`config.mk`:
```
export PLATFORM = sky130hd
export DESIGN_NAME = controlador_compuerta
export DESIGN_NICKNAME = d
export VERILOG_FILES = /design/src/rtl/controlador_compuerta.sv
export SDC_FILE = /design/constraint.sdc
export NUM_CORES = 1
export LEC_CHECK = 0
export ABC_AREA = 1
export CAP_MARGIN = 5
export CORE_MARGIN = 3
export CORE_UTILIZATION = 40
export DETAILED_ROUTE_END_ITERATION = 10
export HOLD_SLACK_MARGIN = 0.08
export PLACE_DENSITY = 0.68
export SYNTH_ARGS = -nofsm -noshare
export SYNTH_HDL_FRONTEND = slang
export SYNTH_SLANG_ARGS = --single-unit
```
`constraint.sdc`:
```
create_clock -name Clk -period 1.5 [get_ports Clk]
set_clock_uncertainty 0.2 [all_clocks]
set_input_delay 0.15 -clock Clk [delete_from_list [all_inputs] [get_ports Clk]]
set_output_delay 0.15 -clock Clk [all_outputs]
set_load 0.005 [all_outputs]
```
`src/rtl/controlador_compuerta.sv`:
```
// Parking-gate controller: registered Moore FSM with a wrong-PIN attempt counter and tail-gating lockout.
// Optional open-gate timeout is compiled in when ABIERTO_TIMEOUT_EN is defined.
module controlador_compuerta #(
  parameter logic [7:0] PIN_CORRECTO   = 8'h08,
  parameter int         MAX_INTENTOS   = 3
`ifdef ABIERTO_TIMEOUT_EN
  , parameter int       TIMEOUT_CICLOS = 16
`endif
) (
  input  logic       Clk,
  input  logic       Reset,
  input  logic [7:0] Pin,
  input  logic       Vehiculo,
  input  logic       Termino,
  output logic       Cerrado,
  output logic       Abierto,
  output logic       Alarma,
  output logic       Bloqueo
);

  typedef enum logic [1:0] {
    ESPERA    = 2'd0,
    PIN       = 2'd1,
    ABIERTA   = 2'd2,
    BLOQUEADO = 2'd3
  } estado_t;

  localparam logic [2:0] MAX_LIMITE = 3'(MAX_INTENTOS);

  estado_t    estado, estado_sig;
  logic [1:0] intentos, intentos_sig;
  logic       alarma_sig;
  logic       pin_prev;
  logic       intento;
  logic       pin_ok;
  logic [2:0] intentos_mas_uno;
  logic       cerrado_sig, abierto_sig, alarma_out_sig, bloqueo_sig;

  // An attempt is the first edge of a nonzero Pin; holding the value does not re-trigger.
  assign intento          = (Pin != 8'h00) && !pin_prev;
  assign pin_ok           = (Pin == PIN_CORRECTO);
  assign intentos_mas_uno = {1'b0, intentos} + 3'd1;

`ifdef ABIERTO_TIMEOUT_EN
  localparam int TW = $clog2(TIMEOUT_CICLOS + 1);

  logic [TW-1:0] temporizador;
  logic          tiempo_agotado;

  assign tiempo_agotado = (temporizador == TW'(TIMEOUT_CICLOS - 1));

  // Counts edges spent in ABIERTA; restarts on entry and while a vehicle is present.
  always_ff @(posedge Clk or posedge Reset) begin
    if (Reset) begin
      temporizador <= '0;
    end else if ((estado != ABIERTA) || Vehiculo) begin
      temporizador <= '0;
    end else begin
      temporizador <= temporizador + 1'b1;
    end
  end
`endif

  // State, counters and the registered outputs.
  always_ff @(posedge Clk or posedge Reset) begin
    if (Reset) begin
      estado   <= ESPERA;
      intentos <= 2'd0;
      pin_prev <= 1'b0;
      Cerrado  <= 1'b1;
      Abierto  <= 1'b0;
      Alarma   <= 1'b0;
      Bloqueo  <= 1'b0;
    end else begin
      estado   <= estado_sig;
      intentos <= intentos_sig;
      pin_prev <= (Pin != 8'h00);
      Cerrado  <= cerrado_sig;
      Abierto  <= abierto_sig;
      Alarma   <= alarma_out_sig;
      Bloqueo  <= bloqueo_sig;
    end
  end

  // Next-state logic; Alarma doubles as the sticky alarm flag.
  always_comb begin
    estado_sig   = estado;
    intentos_sig = intentos;
    alarma_sig   = Alarma;
    case (estado)
      ESPERA: begin
        if (Vehiculo) begin
          estado_sig = PIN;
        end
      end
      PIN: begin
        if (intento) begin
          if (pin_ok) begin
            estado_sig   = ABIERTA;
            intentos_sig = 2'd0;
            alarma_sig   = 1'b0;
          end else begin
            intentos_sig = (intentos == 2'd3) ? 2'd3 : intentos + 2'd1;
            if (intentos_mas_uno >= MAX_LIMITE) begin
              alarma_sig = 1'b1;
            end
          end
        end else if (!Vehiculo && !Alarma) begin
          estado_sig   = ESPERA;
          intentos_sig = 2'd0;
        end
      end
      ABIERTA: begin
        if (Termino) begin
          if (Vehiculo) begin
            estado_sig = BLOQUEADO;
            alarma_sig = 1'b1;
          end else begin
            estado_sig = ESPERA;
          end
        end
`ifdef ABIERTO_TIMEOUT_EN
        else if (tiempo_agotado && !Vehiculo) begin
          estado_sig = ESPERA;
        end
`endif
      end
      BLOQUEADO: begin
        if (intento && pin_ok) begin
          estado_sig   = ESPERA;
          intentos_sig = 2'd0;
          alarma_sig   = 1'b0;
        end
      end
      default: begin
        estado_sig = ESPERA;
      end
    endcase
  end

  // Output decode from the next state so outputs change on the same edge as the state.
  always_comb begin
    cerrado_sig    = (estado_sig != ABIERTA);
    abierto_sig    = (estado_sig == ABIERTA);
    bloqueo_sig    = (estado_sig == BLOQUEADO);
    alarma_out_sig = alarma_sig || (estado_sig == BLOQUEADO);
  end

endmodule

```
==> results of run 1 <==
[stage by stage]
stage | instance area [um2] | instances
2_1_floorplan | 593 | 88
3_3_place_gp | 777 | 120
3_5_place_dp | 777 | 120
4_1_cts | 820 | 126
5_1_grt | 847 | 126
6_report | 847 | 126
[area by class of cell]
type,instances,area (um2),share of cell area
inverters,19,71.3,0.0842
flip-flops and latches,9,226,0.267
clock buffers,4,26.3,0.0310
repair buffers,19,186,0.220
multi-input cells,60,318,0.375
well taps,15,18.8,0.0222
[logic make-up after synthesis]
kind of cell,count (synthesis),synth area share
buf+inv,19,0.120
simple gates,54,0.441
compound gates,6,0.0569
flops,9,0.382
[sequential cells by signal, summed over array words and instances (netlist names)]
| signal | count |
|---|---|
| intentos | 2 |
| pin_prev | 1 |
| Abierto | 1 |
| Bloqueo | 1 |
| Cerrado | 1 |
| estado | 2 |
| Alarma | 1 |
[what timing repair did]
action | in CTS | in global routing
endpoints found under the hold margin | 8 | 0
resized for setup | 1 | 8
pin swaps | 0 | 2
hold buffers | 1 | 0
cloned | 0 | 0
setup buffers | 1 | 0
endpoints found under the setup margin | 2 | 3
[cell usage after synthesis (2+ instances only)]
cell type,count,area (um2)
dfrtp_1,8,200
inv_1,17,63.8
nand2_1,25,93.8
nand2_2,4,25.0
nand3_1,7,35.0
nor2_1,11,41.3
nor2_2,2,12.5
o21ai_0,3,15.0
[cells in the final DEF, fill, tap and decap left out, types with 2 or more instances in the layout]
cell / Yosys / layout
inv_1: 17 / 17
nand2_2: 4 / 4
nand2_1: 25 / 24
dlymetal6s2s_1: 0 / 2
clkdlybuf4s50_1: 0 / 12
dfrtp_1: 8 / 8
o21ai_0: 3 / 3
clkbuf_4: 0 / 3
nand3_1: 7 / 7
buf_4: 0 / 3
nor2_2: 2 / 5
nor2_1: 11 / 8
[path summary, 6_finish.rpt]
check	to	slack (ps)	cells after the start
max reg2reg	Abierto	130	5
min	pin_prev	250	6
min reg2reg	intentos[0]	340	2
min in group asynchronous	estado[1]	520	3
max in group asynchronous	Cerrado	270	3
max	Bloqueo	80	1
[metal layers]
| metal | global-route usage | vias to the layer above |
|---|---|---|
| met1 | 0.170 | 237 |
| met4 | 0.0843 | 0 |
| met5 | 0 | - |
| li1 | - | 313 |
| met3 | 0.0772 | 2 |
| met2 | 0.206 | 10 |
[power by group through the flow]
stage	Clock (mW)	Combinational (mW)	Sequential, mW
2_1_floorplan	0	0.145	0.289
3_5_place_dp	0	0.229	0.293
3_3_place_gp	0	0.226	0.292
4_1_cts	0.190	0.257	0.282
5_1_grt	0.204	0.290	0.283
6_report	0.179	0.257	0.281
==> impl_table.tex, run 1 <==
\begin{tabular}{lr}
\hline
Metric & Value \\
\hline
\multicolumn{2}{l}{\textbf{Outcome}} \\
Run status & finished clean \\
\multicolumn{2}{l}{\textbf{Floorplan}} \\
Boundary pin count & 16 \\
Total die area & 1980 um2 \\
Site row count & 13 \\
Overall die width & 44.5 um \\
Initial Utilization & 0.439 \\
Vert. Die Dim & 44.5 um \\
Core outline area & 1350 um2 \\
\multicolumn{2}{l}{\textbf{Clock tree}} \\
Clock edge transition at the registers on the reported setup and hold paths & 50 ps \\
Cts bufs inserted & 3 \\
\# clock sinks & 9 \\
Worst-Skew Late Latency & 260 ps \\
TritonCTS clock tree & built \\
H-tree Lvls & 1 \\
Root Buffer & clkbuf\_4 \\
Buffer levels on the longest clock path & 2 \\
\multicolumn{2}{l}{\textbf{Critical path}} \\
Critical Path Source & Bloqueo \\
Critical Setup Path Class & flop to output port \\
Cell-by-cell trace of the critical path & clkdlybuf4s50\_1 \\
Slowest cell delay on critical path & 490 ps \\
Endpoint arrival time on the critical path & 1070 ps \\
Count of buffer and inverter cells on the critical path & 1 \\
Crit-path leading delay family & buffers and inverters \\
Maximum fanout encountered on the critical timing path & 1 \\
CP startpoint kind & flop \\
Kind of end point of the critical path & output port \\
Worst reg2reg startpoint & pin\_prev \\
Library cell contributing the largest single delay on the critical path & clkdlybuf4s50\_1 \\
Crit path required time & 1150 ps \\
\multicolumn{2}{l}{\textbf{Power}} \\
Leakage & 0.478 nW \\
Logic pwr share & 0.358 \\
Switching part of the total power & 0.326 \\
Sw power & 234 uW \\
Pwr per Cell Area & 848 nW/um2 \\
Clock power share & 0.250 \\
Total Power Consumption & 718 uW \\
Sequential share of power & 0.392 \\
IR drop worst, VDD & 0.736 mV \\
Internal & 484 uW \\
\multicolumn{2}{l}{\textbf{Drt}} \\
Iteration-0 DRC count of the detailed router & 7 \\
Total detailed-routing wirelength & 1240 um \\
Final routed DRC violation total & 0 \\
Final ANT Viol Nets & 0 \\
Vias post-DR & 562 \\
Highest signal layer in the routed design & met4 \\
First drt pass iteration count & 2 \\
Wire length per cell after detailed routing & 9.86 um \\
Wire length on met1 & 592 um \\
Ratio of routed vias to standard cells & 4.46 \\
Total length of routed met3 wires & 72 um \\
Routed length on met2 & 565 um \\
\multicolumn{2}{l}{\textbf{Layout}} \\
Signed area change from the synthesized netlist to the final layout & 42.8\% \\
Final standard cell utilization of the core & 0.627 \\
Fill cell total of the finished layout & 126 \\
Inserted Diodes & 0 \\
Ratio of cells with drive above 1 in the final layout & 0.198 \\
Final net count & 124 \\
\multicolumn{2}{l}{\textbf{Global route}} \\
Via count of the first global-routing pass & 506 \\
Initial antenna violation count & 0 \\
Pin count of the biggest net entering global routing & 10 \\
Global-route wire length before repair & 2040 um \\
GR Util All Layers & 0.145 \\
Total global routing overflow & 0 \\
\multicolumn{2}{l}{\textbf{Timing}} \\
Share of the cycle needed by the critical path after routing & 0.949 \\
Unrepaired setup endpoints after global routing & false \\
Final setup margin & 76.5 ps \\
Worst slew margin relative to its limit & 0.759 \\
Hold WS & 249 ps \\
Min Tclk post-route & 1420 ps \\
Total count of hold-check failures in the final report & 0 \\
Total setup violations reported at the end of the flow & 0 \\
Maximum frequency from static timing analysis & 702 MHz \\
Slew at the pin with the worst max-slew slack & 361 ps \\
Max-slew violation total from the final report & 0 \\
Summed negative setup slack over all endpoints & 0 ps \\
\multicolumn{2}{l}{\textbf{Min path}} \\
Origin of the worst min-delay path & Pin[1] \\
Hold Crit Class & input port to flop \\
\multicolumn{2}{l}{\textbf{Yosys}} \\
Mapped Nets & 100 \\
Netlist cell types & 19 \\
Total standard cell area after synthesis & 593 um2 \\
Count of mapped cells out of synthesis & 88 \\
Share of flip-flops with an asynchronous set or reset after synthesis & 1.00 \\
Portion of the post-synthesis area used by sequential elements & 0.382 \\
Number of enable-type register cells in the synthesized netlist & 0 \\
Syn. warnings & 0 \\
Synthesized area per cell & 6.74 um2 \\
Number of register bits inferred by synthesis & 9 \\
Most used DFF post-synth & dfrtp\_1 \\
\multicolumn{2}{l}{\textbf{Placement}} \\
Post-DP HPWL & 1030 um \\
Placement-stage worst setup slack & -176 ps \\
Port bufs & 15 \\
Last weighted congestion value of the routability-driven placer & 0.837 \\
\multicolumn{2}{l}{\textbf{Job}} \\
Max-cap check violation count & 0 \\
\hline
\end{tabular}
Note: power is estimated with default switching activity, not from simulation.
==> run 2: changes to the inputs <==
Settings changed: ABC_AREA 1 to unset, PLACE_DENSITY 0.68 to 0.69, SLEW_MARGIN set to 20.
==> run 2 against run 1 <==
Sequential share of layout area decreased by 3.4 points. Combinational power decreased by 40%. Critical path type is now flop to flop. Flip-flop and latch count unchanged. Fmax decreased by 10%. Wire length increased by 31%. Count of clock-buffer cells in the layout unchanged. The flow now finishes with violations (setup timing). First-iteration DRC count unchanged. Die area decreased by 5.8%.
==> impl_table.tex, run 2 <==
\begin{tabular}{lr}
\hline
Metric & Value \\
\hline
\multicolumn{2}{l}{\textbf{Layout}} \\
Signed area change from the synthesized netlist to the final layout & 75.6\% \\
Fill cell total of the finished layout & 81 (-36\%) \\
Leading cell type in the layout, fill and taps excluded & buf\_4 \\
Final standard cell utilization of the core & 0.808 (+0.181) \\
Inserted Diodes & 0 (unchanged) \\
Post-route cell area & 971 um2 (+15\%) \\
Final net count & 107 (-14\%) \\
Commonest non-fill, non-tap cells in the layout & buf\_4, dfrtp\_1, dlygate4sd2\_1 \\
Top Registers & estado: 2 flops, intentos: 2 flops \\
Ratio of cells with drive above 1 in the final layout & 0.426 (+0.227) \\
\multicolumn{2}{l}{\textbf{Timing}} \\
Maximum frequency from static timing analysis & 632 MHz (-10\%) \\
Total setup violations reported at the end of the flow & 2 (+2) \\
Min Tclk post-route & 1580 ps (+159 ps) \\
Hold WS & 335 ps (+86.1 ps) \\
Unrepaired setup endpoints after global routing & true \\
Summed negative setup slack over all endpoints & -102 ps (-102 ps) \\
Worst slew margin relative to its limit & 0.764 (+0.00539) \\
Max-slew violation total from the final report & 0 (unchanged) \\
Final setup margin & -82.6 ps (-159 ps) \\
Slew at the pin with the worst max-slew slack & 353 ps (-8.07 ps) \\
Share of the cycle needed by the critical path after routing & 1.06 (+0.106) \\
Total count of hold-check failures in the final report & 0 (unchanged) \\
\multicolumn{2}{l}{\textbf{Yosys}} \\
Cell type contributing the most total cell area after synthesis & dfrtp\_1 \\
Netlist cell types & 28 (+9) \\
Total standard cell area after synthesis & 553 um2 (-6.8\%) \\
Mapped Nets & 68 (-32\%) \\
Number of enable-type register cells in the synthesized netlist & 0 (unchanged) \\
Count of mapped cells out of synthesis & 56 (-36\%) \\
Area share of the largest cell type after synthesis & 0.362 (+0.0244) \\
Most used DFF post-synth & dfrtp\_1 \\
Cells taking the most area after synthesis & dfrtp\_1, a21oi\_1, dfstp\_2, nor4\_4, inv\_1 \\
Share of flip-flops with an asynchronous set or reset after synthesis & 1.00 (unchanged) \\
Most numerous cell types in the synthesized netlist & dfrtp\_1, a21oi\_1, inv\_1, nand2\_1, nor2\_1 \\
Number of register bits inferred by synthesis & 9 (unchanged) \\
Dominant cell by count in the synthesized netlist & dfrtp\_1 \\
Synthesized area per cell & 9.88 um2 (+47\%) \\
Portion of the post-synthesis area used by sequential elements & 0.410 (+0.0276) \\
Syn. warnings & 0 (unchanged) \\
\multicolumn{2}{l}{\textbf{Placement}} \\
Post-DP HPWL & 1150 um (+12\%) \\
Dpl cell area & 846 um2 (+8.9\%) \\
Port bufs & 15 (unchanged) \\
Last weighted congestion value of the routability-driven placer & 0.860 (+2.8\%) \\
\multicolumn{2}{l}{\textbf{Drt}} \\
Wire length per cell after detailed routing & 15.1 um (+53\%) \\
Iteration-0 DRC count of the detailed router & 7 (unchanged) \\
Routed length on met2 & 831 um (+47\%) \\
Total detailed-routing wirelength & 1630 um (+31\%) \\
First drt pass iteration count & 4 (+2) \\
Final routed DRC violation total & 0 (unchanged) \\
Ratio of routed vias to standard cells & 5.27 (+18\%) \\
Highest signal layer in the routed design & met3 \\
Wire length on met1 & 708 um (+20\%) \\
Final ANT Viol Nets & 0 (unchanged) \\
Total length of routed met3 wires & 90 um (+25\%) \\
Vias post-DR & 569 (+1.2\%) \\
\multicolumn{2}{l}{\textbf{Critical path}} \\
Kind of end point of the critical path & flop \\
Crit-path leading delay family & flip-flops \\
Endpoint of the most critical register-to-register path & intentos[0] \\
Slowest cell delay on critical path & 380 ps (-110 ps) \\
Endpoint arrival time on the critical path & 1520 ps (+450 ps) \\
CP startpoint kind & flop \\
Worst reg2reg startpoint & estado[0] \\
Worst Reg2Reg Path Length in Cells & 4 (-1) \\
Maximum fanout encountered on the critical timing path & 4 (+3) \\
Crit path required time & 1440 ps (+290 ps) \\
Cell-by-cell trace of the critical path & or2b\_4 > a21oi\_4 > o2bb2ai\_4 > mux2\_4 \\
Critical Setup Path Class & flop to flop \\
Count of buffer and inverter cells on the critical path & 0 (-1) \\
Library cell contributing the largest single delay on the critical path & dfrtp\_1 \\
Reg-to-reg slack, setup & -80 ps (-210 ps) \\
\multicolumn{2}{l}{\textbf{Clock tree}} \\
\# clock sinks & 9 (unchanged) \\
TritonCTS clock tree & built \\
Clock edge transition at the registers on the reported setup and hold paths & 60 ps (about the same) \\
Worst-Skew Late Latency & 260 ps (about the same) \\
Root Buffer & clkbuf\_4 \\
H-tree Lvls & 1 (unchanged) \\
Cts bufs inserted & 3 (unchanged) \\
Buffer levels on the longest clock path & 2 (unchanged) \\
\multicolumn{2}{l}{\textbf{Floorplan}} \\
Vert. Die Dim & 43.2 um (-3.0\%) \\
Boundary pin count & 16 (unchanged) \\
Overall die width & 43.2 um (-3.0\%) \\
Total die area & 1860 um2 (-5.8\%) \\
Initial Utilization & 0.460 (+0.0211) \\
Site row count & 12 (-1) \\
Core outline area & 1200 um2 (-11\%) \\
\multicolumn{2}{l}{\textbf{Min path}} \\
Worst hold stages & 5 (-1) \\
Origin of the worst min-delay path & Pin[1] \\
Hold Crit Class & input port to flop \\
End of the worst hold path & pin\_prev \\
\multicolumn{2}{l}{\textbf{Outcome}} \\
Violations in the final reports & setup timing \\
Run status & finished with violations \\
\multicolumn{2}{l}{\textbf{Power}} \\
Pwr per Cell Area & 624 nW/um2 (-26\%) \\
Leakage & 0.439 nW (-8.2\%) \\
IR drop worst, VDD & 0.617 mV (-16\%) \\
\multicolumn{2}{l}{\textbf{Global route}} \\
Initial antenna violation count & 0 (unchanged) \\
Total global routing overflow & 0 (unchanged) \\
GR Util All Layers & 0.204 (+0.0589) \\
Pin count of the biggest net entering global routing & 10 (unchanged) \\
Via count of the first global-routing pass & 626 (+24\%) \\
Global-route wire length before repair & 2770 um (+36\%) \\
\multicolumn{2}{l}{\textbf{Job}} \\
Max-cap check violation count & 0 (unchanged) \\
\hline
\end{tabular}
-- run 2: changes by cell type after synthesis, moves of 2 or more --
cell	delta
a21oi_1	+6
nor2b_1	+3
o21ai_0	-2
nor2_2	-2
nand2_2	-4
a21o_1	+2
a211oi_1	+2
and2_2	+2
nor2_1	-7
nand3_1	-7
inv_1	-12
nand2_1	-21
-- run 2: what timing repair did --
item                       CTS  global route
buffers inserted             2             0
hold endpoints to repair     8             0
setup endpoints to repair    9             8
pin swaps                    5             2
resized for setup           14            10
cloned                       0             0
hold buffers                 1             0
-- run 2: per-stage QoR --
stage,cells,setup slack [ps],power (mW)
2_1_floorplan,56,-49.5,0.321
3_3_place_gp,101,-402,0.409
3_5_place_dp,101,-448,0.412
4_1_cts,108,-77.0,0.608
5_1_grt,108,-136,0.648
6_report,108,-82.6,0.606
-- run 2: cell families (layout without fill, tap and decap cells) --
logic type	Yosys count	in the layout	synth area share
buffers and inverters	6	44	0.0543
AOI/OAI and AO/OA	17	17	0.215
and+or+nand+nor	22	22	0.276
DFF	9	9	0.410
muxes	2	2	0.0452
-- run 2: report_power, final --
part           total, mW  switching [mW]  leakage, nW  internal (mW)
sequential         0.269          0.0108        0.101          0.258
clock              0.182          0.0797       0.0150          0.102
combinational      0.155          0.0668        0.324         0.0884
-- run 2: worst max path at each step --
| stage | start | end | slack (ps) | cells after the start |
|---|---|---|---|---|
| final | estado[0] | intentos[0] | -80 | 4 |
| after global routing | estado[0] | intentos[0] | -140 | 4 |
| after CTS | estado[0] | intentos[0] | -80 | 4 |
| after detailed placement | Pin[5] | intentos[0] | -450 | 5 |
| after global placement | Pin[5] | intentos[0] | -400 | 5 |
| after floorplan | estado[1] | intentos[0] | -50 | 4 |
-- run 2: layer usage --
metal / global-route usage / vias to the layer above
li1: - / 277
met1: 0.240 / 270
met2: 0.360 / 22
met3: 0.0763 / 0
met4: 0.0181 / 0
met5: 0 / -
-- run 2: worst min-delay path: cells and delay by family --
family	cells	cell delay [ps]
buffers and inverters	2	280
and+or+nand+nor	3	330
-- run 2: final cells by class --
cell class / count / area, um2 / share of cell area
Inverter: 5 / 18.8 / 0.0193
Tap cell: 14 / 17.5 / 0.0180
Timing Repair Buffer: 35 / 307 / 0.316
Multi-Input combinational cell: 41 / 375 / 0.387
Clock buffer: 4 / 26.3 / 0.0271
Sequential cell: 9 / 226 / 0.233
==> run 3: changes to the inputs <==
Settings changed: CORE_MARGIN 3 to unset.
==> run 3 against run 2 <==
The flow still finishes with violations (setup timing). First-iteration DRC count increased by 29%. Die area shrank 18%. Power increased by 3.9%. Sequential power is essentially flat. Setup slack got worse by 45 ps. Utilization down 6.3 points. Via count down 0.18%. Critical path depth stayed put. Fmax decreased by 2.8%. Hold slack got worse by 25 ps. Global-route usage up 3.7 points. Critical path type unchanged.
==> impl_table.tex, run 3 (same netlist as run 2, synthesis figures left out) <==
\begin{tabular}{lr}
\hline
Metric & Value \\
\hline
\multicolumn{2}{l}{\textbf{Layout}} \\
Leading cell type in the layout, fill and taps excluded & buf\_4 \\
Fill cell total of the finished layout & 93 (+15\%) \\
Ratio of cells with drive above 1 in the final layout & 0.432 (+0.00605) \\
Signed area change from the synthesized netlist to the final layout & 75.3\% \\
Final net count & 108 (+0.93\%) \\
Multi-input gate area in the final layout & 369 um2 (-1.7\%) \\
Post-route insts no fill & 110 (+1.9\%) \\
Sequential cell area & 226 um2 (unchanged) \\
Inserted Diodes & 0 (unchanged) \\
Final standard cell utilization of the core & 0.745 (-0.0631) \\
Commonest non-fill, non-tap cells in the layout & buf\_4, dfrtp\_1, dlygate4sd2\_1 \\
Top Registers & estado: 2 flops, intentos: 2 flops \\
Post-route cell area & 970 um2 (-0.13\%) \\
\multicolumn{2}{l}{\textbf{Floorplan}} \\
Boundary pin count & 16 (unchanged) \\
Core outline area & 1300 um2 (+8.3\%) \\
Overall die width & 39.2 um (-9.3\%) \\
Vert. Die Dim & 39.2 um (-9.3\%) \\
Total die area & 1540 um2 (-18\%) \\
Site row count & 13 (+1) \\
Initial Utilization & 0.425 (-0.0354) \\
\multicolumn{2}{l}{\textbf{Timing}} \\
Total count of hold-check failures in the final report & 0 (unchanged) \\
Maximum frequency from static timing analysis & 614 MHz (-2.8\%) \\
Unrepaired setup endpoints after global routing & true \\
Slew at the pin with the worst max-slew slack & 359 ps (+5.54 ps) \\
Share of the cycle needed by the critical path after routing & 1.08 (+0.0299) \\
Total setup violations reported at the end of the flow & 2 (unchanged) \\
Summed negative setup slack over all endpoints & -171 ps (-69.4 ps) \\
Min Tclk post-route & 1630 ps (+44.9 ps) \\
Worst slew margin relative to its limit & 0.761 (-0.00370) \\
Max-slew violation total from the final report & 0 (unchanged) \\
Final setup margin & -127 ps (-44.9 ps) \\
Hold WS & 310 ps (-24.9 ps) \\
\multicolumn{2}{l}{\textbf{Placement}} \\
Dpl cell area & 825 um2 (-2.5\%) \\
Placed cells & 99 (-2.0\%) \\
Post-DP HPWL & 1150 um (about the same) \\
Placement-stage worst setup slack & -517 ps (-69.6 ps) \\
Last weighted congestion value of the routability-driven placer & 0.817 (-5.0\%) \\
Port bufs & 15 (unchanged) \\
\multicolumn{2}{l}{\textbf{Global route}} \\
Pin count of the biggest net entering global routing & 10 (unchanged) \\
Total global routing overflow & 0 (unchanged) \\
Global-route wire length before repair & 2360 um (-15\%) \\
Via count of the first global-routing pass & 573 (-8.5\%) \\
Initial antenna violation count & 0 (unchanged) \\
GR Util All Layers & 0.241 (+0.0372) \\
\multicolumn{2}{l}{\textbf{Drt}} \\
First drt pass iteration count & 4 (unchanged) \\
Final ANT Viol Nets & 0 (unchanged) \\
Routed length on met2 & 840 um (+1.1\%) \\
Wire length per cell after detailed routing & 15.0 um (-0.37\%) \\
Wire length on met1 & 701 um (-0.99\%) \\
Vias post-DR & 568 (-0.18\%) \\
Ratio of routed vias to standard cells & 5.16 (-2.0\%) \\
Highest signal layer in the routed design & met4 \\
Total length of routed met3 wires & 68 um (-24\%) \\
Iteration-0 DRC count of the detailed router & 9 (+2) \\
Total detailed-routing wirelength & 1650 um (+1.5\%) \\
Final routed DRC violation total & 0 (unchanged) \\
\multicolumn{2}{l}{\textbf{Critical path}} \\
Maximum fanout encountered on the critical timing path & 4 (unchanged) \\
Cell-by-cell trace of the critical path & or2b\_4 > a21oi\_4 > o2bb2ai\_4 > mux2\_4 \\
CP startpoint kind & flop \\
Endpoint arrival time on the critical path & 1590 ps (+70 ps) \\
Crit path required time & 1460 ps (+20 ps) \\
Critical Setup Path Class & flop to flop \\
Kind of end point of the critical path & flop \\
Slowest cell delay on critical path & 390 ps (about the same) \\
Library cell contributing the largest single delay on the critical path & dfrtp\_1 \\
\multicolumn{2}{l}{\textbf{Clock tree}} \\
Buffer levels on the longest clock path & 2 (unchanged) \\
Clock edge transition at the registers on the reported setup and hold paths & 70 ps (about the same) \\
Root Buffer & clkbuf\_4 \\
TritonCTS clock tree & built \\
Worst-Skew Late Latency & 280 ps (+20 ps) \\
Cts bufs inserted & 3 (unchanged) \\
\# clock sinks & 9 (unchanged) \\
H-tree Lvls & 1 (unchanged) \\
\multicolumn{2}{l}{\textbf{Job}} \\
Max-cap check violation count & 0 (unchanged) \\
\multicolumn{2}{l}{\textbf{Min path}} \\
Hold Crit Class & input port to flop \\
\multicolumn{2}{l}{\textbf{Power}} \\
Leakage & 0.432 nW (-1.6\%) \\
Pwr per Cell Area & 649 nW/um2 (+4.0\%) \\
Total Power Consumption & 629 uW (+3.9\%) \\
IR drop worst, VDD & 0.364 mV (-41\%) \\
\multicolumn{2}{l}{\textbf{Outcome}} \\
Violations in the final reports & setup timing \\
Run status & finished with violations \\
\hline
\end{tabular}
## run 3: cell count changes in the layout (fill, tap and decap cells not counted), sizes merged
cell | before | now
buf | 19 | 20
dlygate4sd2 | 7 | 8
dlymetal6s2s | 2 | 1
## run 3: worst max-delay path: cells and delay by family (launching register included)
kind	cells	cell delay [ps]
flops	1	390
mux	1	320
compound gates	2	310
simple gates	1	290
## run 3: worst paths after layout
| check | from | endpoint | slack [ps] | cells past startpoint |
|---|---|---|---|---|
| max | estado[0] | intentos[0] | -130 | 4 |
| min | Pin[1] | pin_prev | 310 | 5 |
| max reg2reg | estado[0] | intentos[0] | -130 | 4 |
| min reg2reg | intentos[1] | Alarma | 400 | 2 |
| max in group asynchronous | Reset | Cerrado | 300 | 3 |
| min in group asynchronous | Reset | intentos[1] | 500 | 3 |
## run 3: layout make-up
cell class | instances | area share
flip-flops and latches | 9 | 0.234
repair buffers | 36 | 0.320
inverters | 5 | 0.0194
multi-input cells | 41 | 0.381
clock buffers | 4 | 0.0271
well taps | 15 | 0.0194
## run 3: routing by layer
layer / GRT usage / vias to the layer above
met5: 0 / -
met4: 0.121 / 0
met3: 0.0809 / 7
met2: 0.404 / 14
met1: 0.267 / 270
li1: - / 277
## run 3: timing repair
| item | 4_1_cts | 5_1_grt |
|---|---|---|
| gates resized for setup | 17 | 6 |
| endpoints found under the hold margin | 8 | 0 |
| hold buffers | 1 | 0 |
| setup endpoints to repair | 9 | 8 |
| buffers inserted | 5 | 1 |
| pin swaps | 5 | 2 |
## run 3: where the power goes
part	leakage, nW	switching, mW	total (mW)	internal, mW
combinational	0.317	0.0690	0.153	0.0840
clock	0.0150	0.104	0.207	0.103
sequential	0.101	0.0113	0.269	0.257
